--- src/rtl/gradient_ci_requester.sv ---
// -----------------------------------------------------------------------------
// gradient_ci_requester
//
// Initiator side of the custom-instruction (CI) interface for the gradient CI.
// Each packed 4-pixel neighbourhood {down,up,right,left} from the pixel stream
// becomes one CI request. The 2-bit {dy,dx} result of each request is packed
// into a 32-bit word (slot k at bits [2k+1:2k]). A word is handed downstream
// when all 16 slots are full, or when an input marked in_last closes the line.
//
// Ports
//   clock, reset            system clock, asynchronous active-high reset
//   in_valid/in_ready       input handshake
//   in_pixels               [7:0]=left [15:8]=right [23:16]=up [31:24]=down
//   in_last                 last neighbourhood of a line (flushes the word)
//   ci_start                one-cycle start strobe per request
//   ci_n                    CI number (CI_ID while a request is in flight)
//   ci_valueA / ci_valueB   operands: captured pixels / constant 0
//   ci_done / ci_result     completion strobe and result (only [1:0] used)
//   out_valid/out_ready     output handshake
//   out_word                packed results, unused slots 0
//   out_count               number of filled slots (1..16)
//   out_last                word was closed by in_last
//   timeout_err             sticky flag: some request timed out
// -----------------------------------------------------------------------------
module gradient_ci_requester #(
   parameter logic [7:0] CI_ID   = 8'd0,
   parameter int         TIMEOUT = 16
) (
   input  logic        clock,
   input  logic        reset,
   input  logic        in_valid,
   output logic        in_ready,
   input  logic [31:0] in_pixels,
   input  logic        in_last,
   output logic        ci_start,
   output logic [7:0]  ci_n,
   output logic [31:0] ci_valueA,
   output logic [31:0] ci_valueB,
   input  logic        ci_done,
   input  logic [31:0] ci_result,
   output logic        out_valid,
   input  logic        out_ready,
   output logic [31:0] out_word,
   output logic [4:0]  out_count,
   output logic        out_last,
   output logic        timeout_err
);

   localparam int             TW     = (TIMEOUT > 1) ? $clog2(TIMEOUT) : 1;
   localparam logic [TW-1:0]  T_LAST = TW'(TIMEOUT - 1);

   typedef enum logic [1:0] {IDLE, ISSUE, WAIT, EMIT} state_t;

   state_t        state, state_nxt;

   // run holds in_ready low until the first clock edge after reset release,
   // so no input is taken while reset is being released.
   logic          run;
   logic [31:0]   value_a;
   logic          pend_last;
   logic [3:0]    slot;
   logic [4:0]    count;
   logic [31:0]   word;
   logic          word_last;
   logic [TW-1:0] timer;
   logic          err;

   logic          accept;
   logic          finish;
   logic          timed_out;
   logic          handshake;
   logic [1:0]    res_bits;

   logic          unused_result_bits;
   assign unused_result_bits = ^ci_result[31:2];

   // State register
   always_ff @(posedge clock or posedge reset) begin
      if (reset) state <= IDLE;
      else       state <= state_nxt;
   end

   // Next state and control outputs
   always_comb begin
      state_nxt = state;
      accept    = 1'b0;
      finish    = 1'b0;
      timed_out = 1'b0;
      handshake = 1'b0;
      res_bits  = 2'b00;
      in_ready  = 1'b0;
      ci_start  = 1'b0;
      ci_n      = 8'd0;
      out_valid = 1'b0;

      case (state)
         IDLE: begin
            in_ready = run;
            if (run && in_valid) begin
               accept    = 1'b1;
               state_nxt = ISSUE;
            end
         end
         ISSUE: begin
            ci_start = 1'b1;
            ci_n     = CI_ID;
            // A combinational CI may complete in the issue cycle itself.
            if (ci_done) begin
               finish   = 1'b1;
               res_bits = ci_result[1:0];
            end else begin
               state_nxt = WAIT;
            end
         end
         WAIT: begin
            ci_n = CI_ID;
            // done wins over a timeout landing in the same cycle
            if (ci_done) begin
               finish   = 1'b1;
               res_bits = ci_result[1:0];
            end else if (timer == T_LAST) begin
               finish    = 1'b1;
               timed_out = 1'b1;
            end
         end
         EMIT: begin
            out_valid = 1'b1;
            if (out_ready) begin
               handshake = 1'b1;
               state_nxt = IDLE;
            end
         end
         default: state_nxt = IDLE;
      endcase

      if (finish) begin
         state_nxt = (slot == 4'd15 || pend_last) ? EMIT : IDLE;
      end
   end

   // Request operand, word packing, timer and error flag
   always_ff @(posedge clock or posedge reset) begin
      if (reset) begin
         run       <= 1'b0;
         value_a   <= '0;
         pend_last <= 1'b0;
         slot      <= '0;
         count     <= '0;
         word      <= '0;
         word_last <= 1'b0;
         timer     <= '0;
         err       <= 1'b0;
      end else begin
         run <= 1'b1;

         if (accept) begin
            value_a   <= in_pixels;
            pend_last <= in_last;
         end

         // Timer restarts on every issue cycle, so it is zero on WAIT entry.
         if (state == ISSUE)     timer <= '0;
         else if (state == WAIT) timer <= timer + 1'b1;

         if (finish) begin
            word[{slot, 1'b0} +: 2] <= res_bits;
            slot                    <= slot + 4'd1;
            count                   <= count + 5'd1;
            word_last               <= pend_last;
         end

         if (timed_out) err <= 1'b1;

         if (handshake) begin
            word      <= '0;
            slot      <= '0;
            count     <= '0;
            word_last <= 1'b0;
         end
      end
   end

   assign ci_valueA   = value_a;
   assign ci_valueB   = 32'd0;
   assign out_word    = word;
   assign out_count   = count;
   assign out_last    = word_last;
   assign timeout_err = err;

endmodule
--- config.mk ---
export PLATFORM = sky130hd
export DESIGN_NAME = gradient_ci_requester
export DESIGN_NICKNAME = d
export VERILOG_FILES = /design/src/rtl/gradient_ci_requester.sv
export SDC_FILE = /design/constraint.sdc
export NUM_CORES = 1
export LEC_CHECK = 0
export ABC_AREA = 1
export BUFFER_PORTS_ARGS = -buffer_cell sky130_fd_sc_hd__buf_2
export CORE_ASPECT_RATIO = 0.8
export CORE_UTILIZATION = 40
export DETAILED_ROUTE_END_ITERATION = 12
export GPL_TIMING_DRIVEN = 0
export PLACE_DENSITY = 0.69
export SLEW_MARGIN = 20
export SYNTH_ARGS = -nofsm -noshare
export SYNTH_HDL_FRONTEND = slang
export SYNTH_SLANG_ARGS = --single-unit
export TNS_END_PERCENT = 20
--- constraint.sdc ---
create_clock -name clock -period 4.2 [get_ports clock]
set_clock_uncertainty 0.05 [all_clocks]
set_input_delay 0.21 -clock clock [delete_from_list [all_inputs] [get_ports clock]]
set_output_delay 0.21 -clock clock [all_outputs]
set_load 0.01 [all_outputs]
# Word-level counts from Yosys, hierarchy flattened
# Cells that the tools add are included.
[classes]
addsub = 4
n_eq_ne = 8
reduce_logical = 8
muxes = 32
shift = 2
[ops]
columns = ["op", "count"]
rows = [
  ["32-bit 2-to-1 mux", 2],
  ["32-bit bitwise mux", 1],
  ["2-bit by 7-bit variable shift with 32-bit output (first input constant)", 1],
  ["2-bit by 7-bit variable part select with 32-bit output", 1],
  ["4-bit 2-to-1 mux", 4],
  ["1-bit 2-to-1 mux", 14],
  ["2-bit 2-to-1 mux", 7],
  ["5-bit 2-to-1 mux", 2],
  ["3-bit inequality test (second input constant)", 3],
  ["4-bit by 1-bit adder with 4-bit output (second input constant)", 2],
  ["4-bit == test (second input constant)", 2],
  ["5-bit negator with 7-bit output", 1],
  ["2-bit case mux with 3 select lines", 1],
  ["5-bit by 1-bit adder with 5-bit output (second input constant)", 1],
  ["2-bit == test (second input constant)", 2],
  ["4-bit AND reduction", 1],
  ["2-bit nonzero test", 2],
  ["4-bit nonzero test", 1],
  ["2-bit by 1-bit == test with 1-bit output (second input constant)", 1],
  ["2-bit logical NOT", 1],
  ["1-bit case mux with 2 select lines", 1],
  ["2-bit OR reduction", 1],
  ["1-bit logical AND", 1],
  ["1-bit logical OR", 1],
]
[word_totals]
in_bits = 70
ff_bits = 83
out_inout_bits = 114
wordCells = 64

# Depth between registers and ports, before layout
# Gate-level depths: netlist (run 1).
[depth]
ltp_word = 7
depth_mapped = 11
depth_no_buf = 11

# Worst setup path before layout (run 1)
# Ideal clock, no wire load.
[synth_path]
path_type = "register to register"
start = "reg state[0]"
end = "reg word[18], in the netlist out_word[18]"
synth_period_minus_slack_ps = 1802
path_buffers = 1
arrival_time_ps = 1634
stages_incl_launch_ff = 11
required_ps = 4032
setup_time_ps = 118
setup_slack_ps = 2398
path_cell_list = "dfrtp_1 > inv_1 > ha_1 > buf_4 > inv_1 > a21oi_1 > nand2_2 > nor2_1 > nand3_1 > nand3_1 > nand2_1"
[synth_via]
elab_chain_len = 7
elab_cells_between_ends = 12
cone_classes = "eq/ne (3); shift (1); mux (6); reduce/logical (2)"
[synth_rtl]
columns = ["element", "line", "text"]
rows = [
  ["start: declaration", "54", "state_t state, state_nxt;"],
  ["start signal: assignment", "80", "else state <= state_nxt;"],
  ["2-bit by 1-bit == test with 1-bit output / 2-bit == test (equally long branches)", "96", "case (state)"],
  ["2-bit OR reduction (no source line)", "n/a", ""],
  ["2-bit 2-to-1 mux", "n/a", ""],
  ["2-bit by 7-bit variable part select with 32-bit output", "166", "word[{slot, 1'b0} +: 2] <= res_bits;"],
  ["32-bit bitwise mux", "166", ""],
  ["32-bit 2-to-1 mux", "165", "if (finish) begin"],
  ["32-bit 2-to-1 mux", "174", "if (handshake) begin"],
  ["end signal: indexed assignment", "166", ""],
  ["end: declaration", "63", "logic [31:0] word;"],
]
# Parallel ways exist; a longest one is shown, timed or not. The select of a mux whose other input is x is not followed.
# A chain may end at the register's enable or synchronous reset.

# Final worst setup path (run 1)
[layout_path]
start = "reg state[0]"
end = "reg word[19], in the netlist out_word[19]"
# The elaborated chain is that of the path after synthesis.

==> results of run 1 <==
==> layout by cell type (no fill, tap or decap), types with 2 or more instances in the layout <==
cell       count
nand4_1       11
bufinv_16      3
xor2_1         3
nand2_2        4
a21oi_1        8
inv_1         35
ha_1          11
clkbuf_16      9
nor2_1        38
o21ai_1        2
clkbuf_1       5
nand3_1       71
nand2_1       88
mux2_2        33
conb_1        41
buf_6          2
buf_2        116
buf_4         43
nor3_1         6
inv_6          2
o31ai_1        2
o21ai_0        9
dfrtp_1       83
nor2_4         2
==> sequential cells by signal (all words and copies together), names as in the netlist <==
| register | cells |
|---|---|
| timer | 4 |
| ci_valueA | 32 |
| state | 2 |
| slot | 4 |
| timeout_err | 1 |
| out_count | 5 |
| out_last | 1 |
| run | 1 |
| pend_last | 1 |
| out_word | 32 |
==> layout make-up <==
type                            count  area [sq um]
Multi-Input combinational cell    336          1840
Buffer                             53           379
Tap cell                          140           175
Fill cell                         989          4760
Clock inverter                      7           124
Clock buffer                        9           225
Timing Repair Buffer              115           603
Sequential cell                    83          2080
Inverter                           37           141
==> worst max path at each step <==
stage	start	to
after detailed placement	state[0]$_DFFE_PP0P_	out_word[19]$_DFFE_PP0P_
after global placement	reset	out_word[31]$_DFFE_PP0P_
after global routing	state[0]$_DFFE_PP0P_	out_word[18]$_DFFE_PP0P_
final	state[0]$_DFFE_PP0P_	out_word[19]$_DFFE_PP0P_
after CTS	state[0]$_DFFE_PP0P_	out_word[19]$_DFFE_PP0P_
after floorplan	reset	ci_valueA[0]$_DFFE_PP0P_
==> cells by family after synthesis <==
group	Yosys count	share of synthesized area, %
AOI/OAI and AO/OA	24	3.04
xor gates and xnor gates	4	0.993
adders and majority gates	11	3.21
buffers and inverters	90	12.1
DFF	83	48.5
muxes	33	8.67
other	2	0.175
and+or+nand+nor	223	23.4
==> stage by stage <==
step | total power, mW | std cells | setup slack (ps) | hold slack (ps)
after floorplan | 2.15 | 509 | 1800 | 311
after global placement | 2.57 | 762 | 880 | 391
after detailed placement | 2.62 | 763 | 2040 | 204
after CTS | 3.56 | 780 | 2010 | 29.9
after global routing | 3.78 | 780 | 1760 | 27.1
final | 3.54 | 780 | 2000 | 40.1
==> power by group through the flow <==
stage	logic [mW]	registers, mW	clock network [mW]
after global placement	1.36	1.21	0
after detailed placement	1.40	1.22	0
after global routing	1.56	1.25	0.972
final	1.41	1.21	0.918
after CTS	1.41	1.21	0.939
after floorplan	0.843	1.30	0
==> cell usage after synthesis <==
cell	n
o31ai_1	2
o21bai_1	1
or2_2	1
nand4_1	11
nor2_1	38
mux2_2	33
nand3_1	71
o21ai_0	9
o22ai_1	1
clkbuf_1	5
nand2_1	88
nand2_4	1
and3b_1	1
buf_6	2
a31oi_1	1
dfrtp_1	83
nor3_1	6
o21ai_1	2
xor2_1	3
a21oi_1	8
conb_1	2
nand2_2	4
nor2_4	2
xnor2_2	1
inv_1	36
buf_4	43
buf_2	3
inv_2	1
ha_1	11
==> metal layers <==
layer | share of wire [%] | routed length (microns)
met5 | 0.12 | 12
met4 | 0.73 | 76
met3 | 7.6 | 794
met2 | 46 | 4820
met1 | 45 | 4730
==> results.toml, run 1 <==
[outcome]
status = "complete, no violations"

[clock_network]
clkTransAtPathRegs_ps = 60
cts_root_buf = "clkbuf_16"
clock_path_buffers = 2
htreeDepth = 3
clk_latency_ps = 340
cts_tree = "done"
cts_buffers = 9
post_cts_buffers = 0
clock-sinks = 83
cts_resized = 0
cts_hold_buf = 1

[power_and_ir_drop]
p_leak_nw = 3.11
combPwrFrac_pct = 39.9
clockPowerShare_pct = 25.9
powerDensity_nw_per_um2 = 637
power_frac_seq_pct = 34.2
power.switching_mw = 1.35
ir_worst_vdd_mv = 0.476
p_sw_share_pct = 38.1
intPower_mw = 2.19

[final_layout]
num-nets-final = 716
final_layout_size_suffix_gt1_share_pct = 34.7
area_growth_pct = 29.8
num_antenna_cells = 0
final_area_sq_um = 5560
final_util_pct = 53.9

[synthesis]
post_synth_instance_area_sq_um = 4290
ys_seq_area_share_pct = 48.5
ys_types = 29
synth.area.top_cells = "dfrtp_1, mux2_2, nand3_1"
synth_cells = 470
synth_area_per_cell_sq_um = 9.12
synth_warnings = 0
ys_seq_elements = 83
synth_top_area_cell = "dfrtp_1"
synth_top_area_share_pct = 48.5

[worst_setup_path]
path_depth = 10
path_buf_inv = 3
crit_path_top_delay_cell = "dfrtp_1"
arrival_ps = 2380
critPathTopFamily = "simple AND/OR/NAND/NOR gates"
reg2reg_from = "state[0]$_DFFE_PP0P_"
cp-start-kind = "register"
worst-r2r-cell-count = 10
rrSetupSlack_ps = 2000
reg2reg_to = "out_word[19]$_DFFE_PP0P_"
crit_chain = "inv_1 > ha_1 > buf_4 > inv_1 > a21oi_1 > nand2_2 > nor2_1 > nand3_1 > nand3_1 > nand2_1"
critical_path_class = "register to register"
cpPeakStageDelay_ps = 430
worstPathRequired_ps = 4380
worstSetupEndpointType = "register"
cp_max_fo = 9

[detailed_routing]
ant_nets = 0
drc = 0
routed_via_density = 4.78
dr.pass1.iters = 5
drtIter0Drc = 205
via_count = 3728
wl_per_cell_microns = 13.4
wirelength_microns = 10400

[placed_design]
globalplace.congestion = 0.913
dp_hpwl_microns = 7870
dpl-instance-area_sq_um = 5200
portBuffers = 113

[global_routing]
grt_usage_pct = 19.0
grt_max_degree = 51
met2_usage_pct = 30.0
busiest_layer = "met2"
grt_pass1_vias = 3507
grtUsageMet1_pct = 25.0
grt_overflow_total = 0
antenna_found_initial = 1
grt_pass1_wl_microns = 16700
gr-usage-met3_pct = 6.10

[timing]
final_hold_viol_count = 0
rsz0062_at_grt = "false"
max_freq_mhz = 455
setup_viol = 0
post-route-min-period_ps = 2200
slew_viol_final = 0
fin_setup_tns_ps = 0
post-route-period-util_pct = 52.3
slew_headroom_pct = 62.5
tightest_slew_ps = 563

[flow_run]
cap_viol_max_count = 0

[min_path]
min_to = "ci_valueA[18]$_DFFE_PP0P_"
min_path_cells = 2
hold_class = "primary input to register"
hp-start = "in_pixels[18]"

[floorplanning]
fp.dieH_microns = 94.6
start_util_pct = 41.5
core_region_area_sq_um = 10300
die_w_microns = 118
fp-row-count = 33
pin_count = 184
dieArea_sq_um = 11100
Note: power is estimated with default switching activity, not from simulation.
==> run 2: changes to the inputs <==
Settings changed: ABC_AREA 1 to 0, PLACE_DENSITY 0.69 to 0.72.
Clock period 4.2 ns to 1.8 ns, I/O delays scaled along.
==> results.toml, run 2 <==
[outcome]
status = "finished with violations"
violations = "negative setup slack"

[synthesis]
synth_cells = 379
yosysMostFrequentCell = "dfrtp_1"
synth_top_area_cell = "dfrtp_1"
synth.area.top_cells = "dfrtp_1, mux2_2, buf_4"
ys_seq_elements = 83
synthArstFlopShare_pct = 100
ys_seq_area_share_pct = 49.7
synth_area_per_cell_sq_um = 11.0
synth.top_cells.by_count = "dfrtp_1, nand2_1, buf_4, mux2_2, mux2i_1"
post_synth_instance_area_sq_um = 4180
ys.flop_type = "dfrtp_1"
synth_warnings = 0
synth_edf_count = 0
synth_top_area_share_pct = 49.7
ys_types = 44

[worst_setup_path]
cp_max_fo = 6
cp-start-kind = "register"
critPathTopFamily = "compound AO/OA/AOI/OAI gates"
crit_chain = "inv_2 > ha_4 > a21o_1 > and3_4 > buf_8 > o22ai_4 > a221o_1"
worstSetupEndpointType = "register"
worstPathRequired_ps = 1970
reg2reg_from = "state[0]$_DFFE_PP0P_"
arrival_ps = 2010
path_buf_inv = 2
cpPeakStageDelay_ps = 450
crit_path_top_delay_cell = "dfrtp_2"
startpoint = "state[0]$_DFFE_PP0P_"
critical_path_class = "register to register"

[final_layout]
num-nets-final = 676
num_antenna_cells = 0
most-common-layout-cells = "buf_2, dfrtp_1, buf_4, nand2_1, conb_1"
multi_input_area_sq_um = 2070
final_layout_size_suffix_gt1_share_pct = 46.5
area_growth_pct = 47.8
final-seq-area_sq_um = 2080
final_area_sq_um = 6180
fin_cells = 736
nFillCells = 776
final_common_cell = "buf_2"

[clock_network]
clk_latency_ps = 340
clock_path_buffers = 2
cts_root_buf = "clkbuf_16"
clock-sinks = 83
cts_tree = "done"
htreeDepth = 3
clkTransAtPathRegs_ps = 60
cts_buffers = 9

[timing]
setup_viol = 36
slew_headroom_pct = 53.5
slew_viol_final = 0
fin_setup_tns_ps = -654
final_hold_viol_count = 0
tightest_slew_ps = 696
rsz0062_at_grt = "true"
post-route-period-util_pct = 103
post-route-min-period_ps = 1850
setup_slack_ps = -46.0
max_freq_mhz = 542

[floorplanning]
dieArea_sq_um = 10900
fp.dieH_microns = 93.5
pin_count = 184
core_region_area_sq_um = 9890
fp-row-count = 32
die_w_microns = 116
start_util_pct = 42.3

[min_path]
hp-start = "ci_result[1]"
hold_class = "primary input to register"

[placed_design]
dpl-instance-area_sq_um = 5110
dp_hpwl_microns = 7360
portBuffers = 113
place_inst = 669
globalplace.congestion = 0.844

[power_and_ir_drop]
p_sw_share_pct = 37.1
intPower_mw = 5.40
clockPowerShare_pct = 21.9
combPwrFrac_pct = 45.9
ir_worst_vdd_mv = 0.938
p_leak_nw = 3.20
power.switching_mw = 3.19
power_frac_seq_pct = 32.2
powerDensity_nw_per_um2 = 1390

[global_routing]
grt_usage_pct = 21.1
antenna_found_initial = 0
grt_max_degree = 30
grt_overflow_total = 0
grt_pass1_wl_microns = 17400
grt_pass1_vias = 3523

[detailed_routing]
dr.pass1.iters = 4
drc = 0
via_count = 3546
routed_via_density = 4.82
wirelength_microns = 11600
drtIter0Drc = 146
wl_per_cell_microns = 15.8
ant_nets = 0

[flow_run]
cap_viol_max_count = 0
==> run 2: worst register-to-register path, stage by stage (launching register included) <==
cell and delay, ps:
dfrtp_2 450, inv_2 130, ha_4 150, a21o_1 140
and3_4 270, buf_8 140, o22ai_4 60, a221o_1 330
==> run 2: power groups by stage <==
| stage | Sequential (mW) | Combinational, mW | Clock, mW |
|---|---|---|---|
| 2_1_floorplan | 2.93 | 1.75 | 0 |
| 6_report | 2.77 | 3.94 | 1.88 |
| 4_1_cts | 2.75 | 3.41 | 1.92 |
| 3_3_place_gp | 2.75 | 2.77 | 0 |
| 3_5_place_dp | 2.77 | 2.86 | 0 |
| 5_1_grt | 2.84 | 4.23 | 1.99 |
==> run 2: cell families after synthesis <==
kind of cell / share of synthesized area, %
other: 0.180
DFF: 49.7
muxes: 16.3
buffers and inverters: 9.90
and+or+nand+nor: 14.4
xor gates and xnor gates: 2.06
adders and majority gates: 3.29
AOI/OAI and AO/OA: 4.13
==> run 2: path summary, 6_finish.rpt <==
kind	endpoint	slack, ps	depth (start not counted)
max	state[0]$_DFFE_PP0P_	-50	7
min	out_word[1]$_DFFE_PP0P_	140	4
max reg2reg	state[0]$_DFFE_PP0P_	-50	7
min reg2reg	timeout_err$_DFFE_PP0P_	420	1
max in group asynchronous	slot[1]$_DFFE_PP0P_	760	4
min in group asynchronous	ci_valueA[10]$_DFFE_PP0P_	370	3
==> run 2: area by class of cell <==
type | count | share of cell area (%)
Sequential cell | 83 | 33.7
Multi-Input combinational cell | 272 | 33.5
Tap cell | 136 | 2.75
Clock inverter | 5 | 0.992
Clock buffer | 11 | 3.93
Inverter | 6 | 0.466
Timing Repair Buffer | 167 | 17.8
Buffer | 56 | 6.89
==> run 2: layer usage <==
layer	vias to the layer above	GRT usage [%]	share of wire, %
met5	-	0	0
met4	0	6.62	2.1
met3	26	7.00	9.3
met2	175	34.6	49
met1	1684	26.1	40
li1	1661	-	-
==> run 2: timing repair <==
item	4_1_cts	5_1_grt
gates resized for setup	43	35
pin swaps	5	9
gates cloned	1	1
setup endpoints to repair	77	72
hold buffers	34	0
setup buffers	10	7
hold endpoints to repair	60	0
==> run 2: metrics by stage <==
stage	hold slack, ps	utilization (%)	power (mW)	setup WS (ps)
2_1_floorplan	191	-	4.67	-169
3_3_place_gp	271	51.2	5.52	-308
3_5_place_dp	176	51.6	5.63	-365
4_1_cts	105	60.8	8.08	-45.7
5_1_grt	156	62.5	9.06	-120
6_report	137	62.5	8.60	-46.0
==> run 3: changes to the inputs <==
Settings changed: SETUP_SLACK_MARGIN from default to 0.1.
==> results.toml, run 3 (synthesis results as in run 2) <==
[detailed_routing]
drc = 0
wl_per_cell_microns = 16.2
wirelength_microns = 12100
routed_via_density = 4.96
ant_nets = 0
drtIter0Drc = 165
via_count = 3713
dr.pass1.iters = 4

[final_layout]
final_layout_size_suffix_gt1_share_pct = 48.9
num-nets-final = 689
nFillCells = 737
area_growth_pct = 52.1
final_util_pct = 64.3
most-common-layout-cells = "buf_2, dfrtp_1, buf_4, nand2_1, conb_1"
final_common_cell = "buf_2"
num_antenna_cells = 0
final_area_sq_um = 6360

[worst_setup_path]
cp_max_fo = 6
worstPathRequired_ps = 2020
worstSetupEndpointType = "register"
path_buf_inv = 2
reg2reg_from = "slot[0]$_DFFE_PP0P_"
critical_path_class = "register to register"
cp-start-kind = "register"
startpoint = "slot[0]$_DFFE_PP0P_"
crit_chain = "buf_6 > inv_4 > ha_4 > nor2_1 > nand3_4 > or3_4 > a21oi_2"
critPathTopFamily = "simple AND/OR/NAND/NOR gates"
cpPeakStageDelay_ps = 400
arrival_ps = 2060
crit_path_top_delay_cell = "or3_4"

[timing]
slew_viol_final = 0
max_freq_mhz = 543
slew_headroom_pct = 52.7
rsz0062_at_grt = "true"
setup_viol = 17
final_hold_viol_count = 0
fin_setup_tns_ps = -276
post-route-period-util_pct = 102
post-route-min-period_ps = 1840
tightest_slew_ps = 707
setup_slack_ps = -43.1

[floorplanning]
pin_count = 184
die_w_microns = 116
fp-row-count = 32
fp.dieH_microns = 93.5
dieArea_sq_um = 10900
core_region_area_sq_um = 9890
start_util_pct = 42.3

[clock_network]
clkTransAtPathRegs_ps = 70
clock-sinks = 83
clock_path_buffers = 2
clk_latency_ps = 340
cts_buffers = 9
htreeDepth = 3
cts_root_buf = "clkbuf_16"
cts_tree = "done"

[global_routing]
grt_usage_pct = 22.5
grt_overflow_total = 0
antenna_found_initial = 0
grt_pass1_wl_microns = 18500
grt_pass1_vias = 3706
grt_max_degree = 30

[min_path]
hold_class = "primary input to register"
hp-start = "ci_result[0]"

[power_and_ir_drop]
p_sw_share_pct = 36.9
powerDensity_nw_per_um2 = 1420
power_frac_seq_pct = 30.6
ir_worst_vdd_mv = 0.932
intPower_mw = 5.71
clockPowerShare_pct = 20.9
p_leak_nw = 3.29
combPwrFrac_pct = 48.5
power.switching_mw = 3.34

[placed_design]
portBuffers = 113
globalplace.congestion = 0.844
dpl-instance-area_sq_um = 5110
dp_hpwl_microns = 7360

[flow_run]
cap_viol_max_count = 0

[outcome]
status = "finished with violations"
violations = "negative setup slack"
[run 3: cell count changes in the layout (fill, tap and decap cells not counted), moves of 2 or more]
cell and change:
buf_2 -2, or3_1 -2, o21ai_1 +2, a21oi_2 +2
xor2_2 +2, o21ai_0 -2, a21oi_1 -2, or3_4 +2
buf_4 +8, buf_6 +5
[run 3: layer usage]
layer | part of all wire [%] | GRT usage (%) | vias up
met1 | 39 | 26.9 | 1762
met2 | 49 | 37.9 | 213
li1 | - | - | 1696
met4 | 3.0 | 7.69 | 0
met5 | 0 | 0 | -
met3 | 9.3 | 7.13 | 42
[run 3: timing repair]
action                                 4_1_cts  5_1_grt
setup endpoints to repair                   80       77
pin swaps                                    9       17
buffers inserted                            22        5
endpoints found under the hold margin       60        0
cloned                                       3        0
gates resized for setup                     56       39
hold buffers                                34        0
[run 3: path summary, 6_finish.rpt]
kind                            depth (start not counted)                   endpoint  slack, ps
worst max register to register                          7    out_word[0]$_DFFE_PP0P_        -40
max in group asynchronous                               4        slot[1]$_DFFE_PP0P_        750
min in group asynchronous                               3  ci_valueA[10]$_DFFE_PP0P_        370
worst max-delay path                                    7    out_word[0]$_DFFE_PP0P_        -40
worst min-delay path                                    4    out_word[0]$_DFFE_PP0P_        170
worst min register to register                          1    timeout_err$_DFFE_PP0P_        420
[run 3: layout make-up]
class                      count  area, sq um  area share, %
sequential                    83         2080           32.7
clock buffer                  11          243           3.82
inverter                       6         28.8          0.452
clock inverter                 5         61.3          0.964
buffer                        57          464           7.30
multi-input combinational    272         2110           33.1
timing repair buffer         179         1210           19.0
tap                          136          170           2.68
[run 3: worst reg2reg max path, stage by stage, from the launching register on]
cell and delay, ps:
dfrtp_1 390, buf_6 130, inv_4 60, ha_4 210, nor2_1 230, nand3_4 120
or3_4 400, a21oi_2 170
[run 3: per-stage QoR]
step | power, mW | setup WS, ps | hold slack [ps] | std cells
2_1_floorplan | 4.67 | -169 | 191 | 418
3_3_place_gp | 5.52 | -308 | 271 | 667
3_5_place_dp | 5.63 | -365 | 176 | 669
4_1_cts | 8.43 | -23.8 | 105 | 744
5_1_grt | 9.50 | -122 | 163 | 749
6_report | 9.05 | -43.1 | 171 | 749
[run 3: power by group through the flow]
stage	logic, mW	clock network, mW	registers, mW
after floorplan	1.75	0	2.93
after global placement	2.77	0	2.75
after detailed placement	2.86	0	2.77
after CTS	3.76	1.92	2.75
after global routing	4.67	1.99	2.84
final	4.40	1.89	2.77
